===== config.mk =====
export PLATFORM = sky130hd
export DESIGN_NAME = cmp_offset_cal_sar
export DESIGN_NICKNAME = d
export VERILOG_FILES = /design/src/rtl/cmp_offset_cal_sar.sv
export SDC_FILE = /design/constraint.sdc
export NUM_CORES = 1
export LEC_CHECK = 0
export ABC_AREA = 0
export ABC_CLOCK_PERIOD_IN_PS = 2350
export BUFFER_PORTS_ARGS = -buffer_cell sky130_fd_sc_hd__buf_2
export CAP_MARGIN = 30
export CORE_UTILIZATION = 37
export CTS_CLUSTER_DIAMETER = 40
export DETAILED_ROUTE_END_ITERATION = 12
export HOLD_SLACK_MARGIN = 0.15
export PLACE_DENSITY = 0.68
export SLEW_MARGIN = 30
export SYNTH_ARGS = -nofsm -noshare
export SYNTH_HDL_FRONTEND = slang
export SYNTH_SLANG_ARGS = --single-unit

===== constraint.sdc =====
create_clock -name clk -period 2.35 [get_ports clk]
set_clock_uncertainty 0.15 [all_clocks]
set_input_delay 0.3525 -clock clk [delete_from_list [all_inputs] [get_ports clk]]
set_output_delay 0.3525 -clock clk [all_outputs]
set_load 0.03 [all_outputs]

===== src/rtl/cmp_offset_cal_sar.sv =====
// SAR search for comparator offset trim codes: one shared DAC, enabled channels visited
// lowest first, each bit decided by a majority vote after a settle delay.
module cmp_offset_cal_sar #(
   parameter int N_CH       = 8,
   parameter int DAC_BITS   = 16,
   parameter int SETTLE_CYC = 1,
   parameter int VOTES      = 3,
   parameter int CH_W       = (N_CH > 1) ? $clog2(N_CH) : 1
) (
   input  logic                clk,
   input  logic                rst_n,
   input  logic                start,
   input  logic                abort,
   input  logic [N_CH-1:0]     ch_en,
   input  logic [N_CH-1:0]     cmp_out,
   output logic [CH_W-1:0]     ch_sel,
   output logic [DAC_BITS-1:0] DAC_ctl,
   output logic                busy,
   output logic                done,
   output logic                result_valid,
   output logic [CH_W-1:0]     result_ch,
   output logic [DAC_BITS-1:0] result_code,
   input  logic [CH_W-1:0]     rd_ch,
   output logic [DAC_BITS-1:0] rd_code
);

   localparam int OW = $clog2(VOTES + 1);
   localparam int VW = (VOTES > 1) ? $clog2(VOTES) : 1;
   localparam int SW = (SETTLE_CYC > 1) ? $clog2(SETTLE_CYC) : 1;
   localparam int BW = $clog2(DAC_BITS);

   localparam logic [OW-1:0]       HALF        = OW'(VOTES / 2);
   localparam logic [VW-1:0]       VOTE_LAST   = VW'(VOTES - 1);
   localparam logic [SW-1:0]       SETTLE_LAST = SW'((SETTLE_CYC > 0) ? SETTLE_CYC - 1 : 0);
   localparam logic [BW-1:0]       BIT_TOP     = BW'(DAC_BITS - 1);
   localparam logic [DAC_BITS-1:0] MSB_ONLY    = {1'b1, {(DAC_BITS-1){1'b0}}};
   localparam logic [CH_W:0]       N_CH_L      = (CH_W+1)'(N_CH);

   typedef enum logic [2:0] {
      S_IDLE, S_SETUP, S_SETTLE, S_SAMPLE, S_DECIDE, S_STORE, S_DONE
   } state_t;

   // With no settle time a DAC update goes straight to sampling.
   localparam state_t S_AFTER_DAC = (SETTLE_CYC == 0) ? S_SAMPLE : S_SETTLE;

   state_t                state_reg, state_next;
   logic [N_CH-1:0]       en_reg, en_next;
   logic [CH_W-1:0]       ch_sel_reg, ch_sel_next;
   logic [DAC_BITS-1:0]   dac_reg, dac_next;
   logic [BW-1:0]         bit_reg, bit_next;
   logic [SW-1:0]         settle_reg, settle_next;
   logic [VW-1:0]         vote_reg, vote_next;
   logic [OW-1:0]         ones_reg, ones_next;
   logic                  busy_reg, busy_next;
   logic                  done_reg, done_next;
   logic                  rv_reg, rv_next;
   logic [CH_W-1:0]       rch_reg, rch_next;
   logic [DAC_BITS-1:0]   rcode_reg, rcode_next;
   logic                  mem_we;
   logic [N_CH-1:0]       wr_hit;
   logic [DAC_BITS-1:0]   mem_reg [N_CH];

   logic [CH_W-1:0]       first_ch, next_ch;
   logic                  has_next;

   // Lowest enabled channel, and lowest enabled channel above the current one.
   always_comb begin
      first_ch = '0;
      next_ch  = '0;
      has_next = 1'b0;
      for (int i = N_CH - 1; i >= 0; i--) begin
         if (en_reg[i]) begin
            first_ch = CH_W'(i);
         end
         if (en_reg[i] && (CH_W'(i) > ch_sel_reg)) begin
            next_ch  = CH_W'(i);
            has_next = 1'b1;
         end
      end
   end

   always_comb begin
      state_next  = state_reg;
      en_next     = en_reg;
      ch_sel_next = ch_sel_reg;
      dac_next    = dac_reg;
      bit_next    = bit_reg;
      settle_next = settle_reg;
      vote_next   = vote_reg;
      ones_next   = ones_reg;
      busy_next   = busy_reg;
      done_next   = 1'b0;
      rv_next     = 1'b0;
      rch_next    = rch_reg;
      rcode_next  = rcode_reg;
      mem_we      = 1'b0;

      if (abort) begin
         state_next  = S_IDLE;
         dac_next    = '0;
         ones_next   = '0;
         vote_next   = '0;
         settle_next = '0;
         busy_next   = 1'b0;
      end else begin
         case (state_reg)
            S_IDLE: begin
               if (start) begin
                  en_next    = ch_en;
                  busy_next  = 1'b1;
                  state_next = (ch_en == '0) ? S_DONE : S_SETUP;
               end
            end
            S_SETUP: begin
               ch_sel_next = first_ch;
               dac_next    = MSB_ONLY;
               bit_next    = BIT_TOP;
               settle_next = '0;
               vote_next   = '0;
               ones_next   = '0;
               state_next  = S_AFTER_DAC;
            end
            S_SETTLE: begin
               if (settle_reg == SETTLE_LAST) begin
                  settle_next = '0;
                  state_next  = S_SAMPLE;
               end else begin
                  settle_next = settle_reg + SW'(1);
               end
            end
            S_SAMPLE: begin
               ones_next = ones_reg + OW'(cmp_out[ch_sel_reg]);
               if (vote_reg == VOTE_LAST) begin
                  vote_next  = '0;
                  state_next = S_DECIDE;
               end else begin
                  vote_next = vote_reg + VW'(1);
               end
            end
            S_DECIDE: begin
               // Majority says the DAC is above threshold: this bit must be dropped.
               if (ones_reg > HALF) begin
                  dac_next[bit_reg] = 1'b0;
               end
               ones_next = '0;
               if (bit_reg == '0) begin
                  state_next = S_STORE;
               end else begin
                  dac_next[bit_reg - BW'(1)] = 1'b1;
                  bit_next   = bit_reg - BW'(1);
                  state_next = S_AFTER_DAC;
               end
            end
            S_STORE: begin
               mem_we     = 1'b1;
               rv_next    = 1'b1;
               rch_next   = ch_sel_reg;
               rcode_next = dac_reg;
               if (has_next) begin
                  ch_sel_next = next_ch;
                  dac_next    = MSB_ONLY;
                  bit_next    = BIT_TOP;
                  state_next  = S_AFTER_DAC;
               end else begin
                  state_next = S_DONE;
               end
            end
            S_DONE: begin
               done_next  = 1'b1;
               dac_next   = '0;
               busy_next  = 1'b0;
               state_next = S_IDLE;
            end
            default: begin
               state_next = S_IDLE;
            end
         endcase
      end
   end

   always_ff @(posedge clk or negedge rst_n) begin
      if (!rst_n) begin
         state_reg  <= S_IDLE;
         en_reg     <= '0;
         ch_sel_reg <= '0;
         dac_reg    <= '0;
         bit_reg    <= '0;
         settle_reg <= '0;
         vote_reg   <= '0;
         ones_reg   <= '0;
         busy_reg   <= 1'b0;
         done_reg   <= 1'b0;
         rv_reg     <= 1'b0;
         rch_reg    <= '0;
         rcode_reg  <= '0;
      end else begin
         state_reg  <= state_next;
         en_reg     <= en_next;
         ch_sel_reg <= ch_sel_next;
         dac_reg    <= dac_next;
         bit_reg    <= bit_next;
         settle_reg <= settle_next;
         vote_reg   <= vote_next;
         ones_reg   <= ones_next;
         busy_reg   <= busy_next;
         done_reg   <= done_next;
         rv_reg     <= rv_next;
         rch_reg    <= rch_next;
         rcode_reg  <= rcode_next;
      end
   end

   genvar gi;
   generate
      for (gi = 0; gi < N_CH; gi++) begin : g_hit
         assign wr_hit[gi] = mem_we && (ch_sel_reg == CH_W'(gi));
      end
   endgenerate

   always_ff @(posedge clk or negedge rst_n) begin
      if (!rst_n) begin
         for (int i = 0; i < N_CH; i++) begin
            mem_reg[i] <= '0;
         end
      end else begin
         for (int i = 0; i < N_CH; i++) begin
            if (wr_hit[i]) begin
               mem_reg[i] <= dac_reg;
            end
         end
      end
   end

   assign rd_code      = ({1'b0, rd_ch} < N_CH_L) ? mem_reg[rd_ch] : '0;
   assign ch_sel       = ch_sel_reg;
   assign DAC_ctl      = dac_reg;
   assign busy         = busy_reg;
   assign done         = done_reg;
   assign result_valid = rv_reg;
   assign result_ch    = rch_reg;
   assign result_code  = rcode_reg;

endmodule


Yosys cells after proc, flatten, opt, wreduce, memory -nomap -nowiden
Cells that the tools add are included.
Widths: inputs -> output; s select.
Operators by class
  $lt $le $gt $ge: 15
  bitwise operators: 5
  equality and inequality tests: 20
  muxes and demuxes: 68
  reduce and logical (&&, ||, !) cells: 37
  add/sub/neg operators: 4
Operator list (count)
  $mux 16: 8
  $mux 3: 24
  $pmux 16 s4: 1
  $bmux 16 s3: 1
  $eq 3x3->1 const B: 7
  $mux 1: 19
  $logic_and 1x1->1: 18
  $pmux 3 s6: 1
  $and 16x16->16: 1
  $not 16->16: 1
  $or 16x16->16: 1
  $reduce_bool 3->1: 5
  $eq 3x2->1 const B: 4
  $gt 3x3->1 const A: 4
  $ne 3x3->1 const B: 4
  $pmux 4 s3: 1
  $lt 4x5->1 const B: 2
  $reduce_and 3->1: 3
  $demux 1 s4: 2
  $ge 4x1->1 const B: 2
  $logic_not 8->1: 1
  $mux 4: 2
  $pmux 2 s2: 2
  $eq 3x1->1 const B: 2
  other kinds (24): 33
Storage, ports and cells
  flip-flop bits (word level): 189
  output and inout port bits: 57
  logic and storage cells: 170

Logic depth before layout (Yosys ltp)
  word-level depth: 13
  gate-level depth with buffers: 10

Worst setup path after synthesis
Ideal clock, no wire load.
  path kind: flip-flop to flip-flop
  start: reg ch_sel_reg[0] (netlist: ch_sel[0])
  end: reg ones_reg[1]
  stages on the path, launching flop included: 11
  period minus slack after synthesis: 2.417 ns
  setup slack: -0.067 ns
  arrival: 2.189 ns
  path through: dfrtp_1 -> buf_2 -> clkbuf_1 -> mux2i_1 -> o21ai_0 -> a22oi_1 -> o31ai_1 -> ha_1 -> nand2_1 -> or3_1 -> a21oi_1
On the way
  word-level cells in the longest chain between the ends: 5
Ends and longest elaborated chain
  start: declaration: RTL line 48  | logic [CH_W-1:0] ch_sel_reg, ch_sel_next;
  start signal: assignment: RTL line 199  | ch_sel_reg <= ch_sel_next;
  $bmux 1 s3: RTL line 132  | ones_next = ones_reg + OW'(cmp_out[ch_sel_reg]);
  $mux 1 (implied by the code): RTL line 132
  $add 2x1->2: RTL line 132
  $pmux 2 s2: RTL line 106  | case (state_reg)
  $mux 2: RTL line 98  | if (abort) begin
  end signal: assignment: RTL line 204  | ones_reg <= ones_next;
  end: declaration: RTL line 53  | logic [OW-1:0] ones_reg, ones_next;
No other way between the ends. The select of a mux whose other input is x is not followed.
A chain may end at the register's enable or synchronous reset.

Worst setup path in the final report
  start: reg ch_sel_reg[0] (netlist: ch_sel[0])
  end: reg bit_reg[1]
On the way
  word-level cells in the longest chain between the ends: 12
Ends and longest elaborated chain
  $gt 3x3->1: RTL line 75  | if (en_reg[i] && (CH_W'(i) > ch_sel_reg)) begin
  $logic_and 1x1->1: RTL line 75
  $mux 1 (7 in a row): RTL line 75
  $mux 1 (*): RTL line 75
  $ne 2x2->1 (no line) (*)
  $reduce_and 4->1 (no line) (*)
  end signal: assignment: RTL line 201  | bit_reg <= bit_next;
  end: declaration: RTL line 50  | logic [BW-1:0] bit_reg, bit_next;
Every way passes the cells marked *; elsewhere a longest branch is shown, timed or not.

==> summary.md <==
| Metric | Value |
|---|---|
| Status | finished clean |
| Via count | 5996 |
| I/O pins | 80 |
| Critical path fanouts, max | 4 |
| Remaining DRCs | 0 |
| Crit path cell chain | or3b_4 > and4_4 > and4_4 > or4_4 > mux2_4 |
| Number of hold violations in the final report | 0 |
| GRT overflow | 0 |
| Post-synth EDFFs | 0 |
| Setup Crit Path Kind | flip-flop to flip-flop |
| Clock latency on the worst-skew pair | 430 ps |
| P_leak | 5.478 nW |
| HPWL after DPL | 14.01 mm |
| Pwr dens | 749.4 nW/um^2 |
| Crit end category | flip-flop |
| Most common cell in the netlist | dfrtp_1 |
| Via/cell ratio | 5.250 |
| CORE AREA | 24460 um^2 |
| Root Driver | clkbuf_16 |
| Register area share after synthesis | 50.76% |
| CTS tree | built |
| Distinct cells, synth | 67 |
| H-tree Lvls | 4 |
| Total track usage | 17.28% |
| DIE HEIGHT | 160.3 um |
| Synth warn | 0 |
| Crit path time final | 2311 ps |
| Fin crit share | 98.33% |
| Post-Syn Area | 9269 um^2 |
| Worst Tran Pin Value | 625.4 ps |
| RSZ-0062 raised after global routing | yes |
| Vias in the first global route | 6149 |
| CP max stage cell | or4_4 |
| Hold Slack | 166.2 ps |
| Layout cell share with drive strength beyond 1 | 43.77% |
| Initial Util | 37.89% |
| Min-Delay Path Class | primary input to async pin |
| Largest family of logic cells by synthesized area | multiplexers |
| IO Port Bufs | 79 |
| First-pass GRT wire length | 34.40 mm |
| Flops & latches, synth | 188 |
| Mapped Cells | 710 |
| Die ar. | 25690 um^2 |
| Cts bufs inserted | 17 |
| DR iter-0 viols | 306 |
| Synth top area share | 50.76% |
| Clk buf depth | 2 |
| Placed cell area | 10230 um^2 |
| Post-synthesis mux area share | 28.29% |
| Site Rows | 57 |
| Number of diodes | 0 |
| Max incr delay on CP | 570 ps |
| Post-Synth Adder-Cell Area | 0.6749% |
| Max transition margin | 57.23% |
| TritonRoute pass-1 iters | 5 |
| Ys flop type | dfrtp_1 |
| Area contributors post-synth | dfrtp_1 (51%), mux2_2 (14%), mux4_2 (7.8%) |
| Post-synthesis xor/xnor area fraction | 0% |
| Cell area after layout | 11020 um^2 |
| Most numerous cell on the critical path | and4_4 |
| Compound-Gate Fraction of Synth Area | 6.925% |
| Worst-path clk slew | 70 ps |
| Synth async-reset ratio | 100.0% |
| Largest net degree at the start of global routing | 77 |
| Top cell type by total area after synthesis | dfrtp_1 |
| IR drop worst, VDD | 0.5094 mV |
| Cells after DPL | 1096 |
| CP Launch Type | flip-flop |
| Peak Freq | 432.7 MHz |
| WL per Instance | 18.53 um |
| Endpoints failing setup | 0 |
| Post-synth top cells | dfrtp_1 (188), mux2_2 (119), nand2_1 (85) |
| GP Congestion | 0.8333 |
| CP required | 2510 ps |
| Max-cap viol count | 0 |
| Max-slew violations | 0 |
| Area grow syn2layout | 18.94% |
| Antenna violations before repair | 0 |
| Syn_nets | 738 |
| Final wirelength | 21.16 mm |
| Delay-heaviest family, CP | simple AND/OR/NAND/NOR gates |
| CTS Sinks | 188 |
| Die W | 160.3 um |
| Post-DRT Antenna Nets | 0 |
| Largest register FFs | 128 |
| CP bufs+invs | 0 |
| Avg Cell Area, Syn | 13.05 um^2 |
| Final #Nets | 833 |
| Synth Area in Simple Gates | 9.571% |
| WP data arrival | 2470 ps |
| Non-Filler Instances | 1142 |
-- metrics by stage --
step	util, %	worst slack (ps)	power, W	setup TNS [ps]
2_1_floorplan	-	3.135	0.004574	0
3_3_place_gp	41.82	33.21	0.005031	0
3_5_place_dp	41.82	-6.142	0.005060	-6.142
4_1_cts	44.87	46.07	0.008221	0
5_1_grt	45.07	-6.735	0.008620	-6.735
6_report	45.07	39.18	0.008262	0
-- power breakdown --
group	switching, W	internal [W]
clock	0.00130	0.00184
sequential	0.000182	0.00336
combinational	0.000908	0.000662
total	0.00239	0.00587
-- layout make-up --
| cell class | instances | area (um^2) |
|---|---|---|
| inverter | 10 | 42.54 |
| multi-input combinational | 457 | 4229 |
| fill | 2219 | 13440 |
| clock buffer | 19 | 442.9 |
| sequential | 188 | 4706 |
| tap | 324 | 405.4 |
| timing repair buffer | 131 | 996.0 |
| clock inverter | 13 | 202.7 |
-- placed cells by master, fill, tap and decap left out, types with 3 or more instances in the layout --
cell type	instances
dfrtp_1	187
mux2_2	119
nand2_1	85
buf_2	78
mux4_2	32
mux2_4	31
o21ai_0	29
buf_4	27
nor2_1	24
clkbuf_16	17
a21oi_1	16
buf_12	14
a22o_1	12
nand2b_1	10
dlygate4sd3_1	10
inv_1	7
nor3_1	7
inv_6	5
mux2_1	5
ha_1	5
mux2i_1	4
nand3b_1	4
o21bai_1	4
nor2b_1	4
a31oi_1	4
bufinv_16	4
nand3_1	3
a22oi_1	3
or2_2	3
o221ai_1	3
-- cells by family (layout without fill, tap and decap cells) --
group	after synthesis	in the layout
buffers and inverters	65	173
adder cells (fa/ha/maj)	5	5
AND/OR/NAND/NOR	166	166
flip-flops	188	188
multiplexers	191	191
AO/OA/AOI/OAI	95	95
-- timing repair --
item	in CTS	in global routing
endpoints found under the setup margin	0	2
setup buffers	0	4
endpoints found under the hold margin	200	0
gates resized for setup	0	5
hold buffers	10	0
-- layer usage --
layer,track usage [%],wire [um]
met1,23.07,9725
met2,29.07,10520
met3,3.429,769
met4,3.636,150
met5,0,0
-- final timing paths --
kind / slack, ps / cells past startpoint / startpoint / endpoint
worst min-delay path: 170 / 2 / rst_n / en_reg[7]$_DFFE_PN0P_
max in group asynchronous: 1070 / 3 / rst_n / mem_reg[95]$_DFFE_PN0P_
min in group clk: 190 / 5 / start / busy$_DFFE_PN0P_
worst max register to register: 40 / 5 / ch_sel[0]$_DFFE_PN0P_ / bit_reg[1]$_DFFE_PN0P_
worst min register to register: 320 / 2 / result_code[7]$_DFFE_PN0P_ / result_code[7]$_DFFE_PN0P_
worst max-delay path: 40 / 5 / ch_sel[0]$_DFFE_PN0P_ / bit_reg[1]$_DFFE_PN0P_
Note: power is estimated with default switching activity, not from simulation.
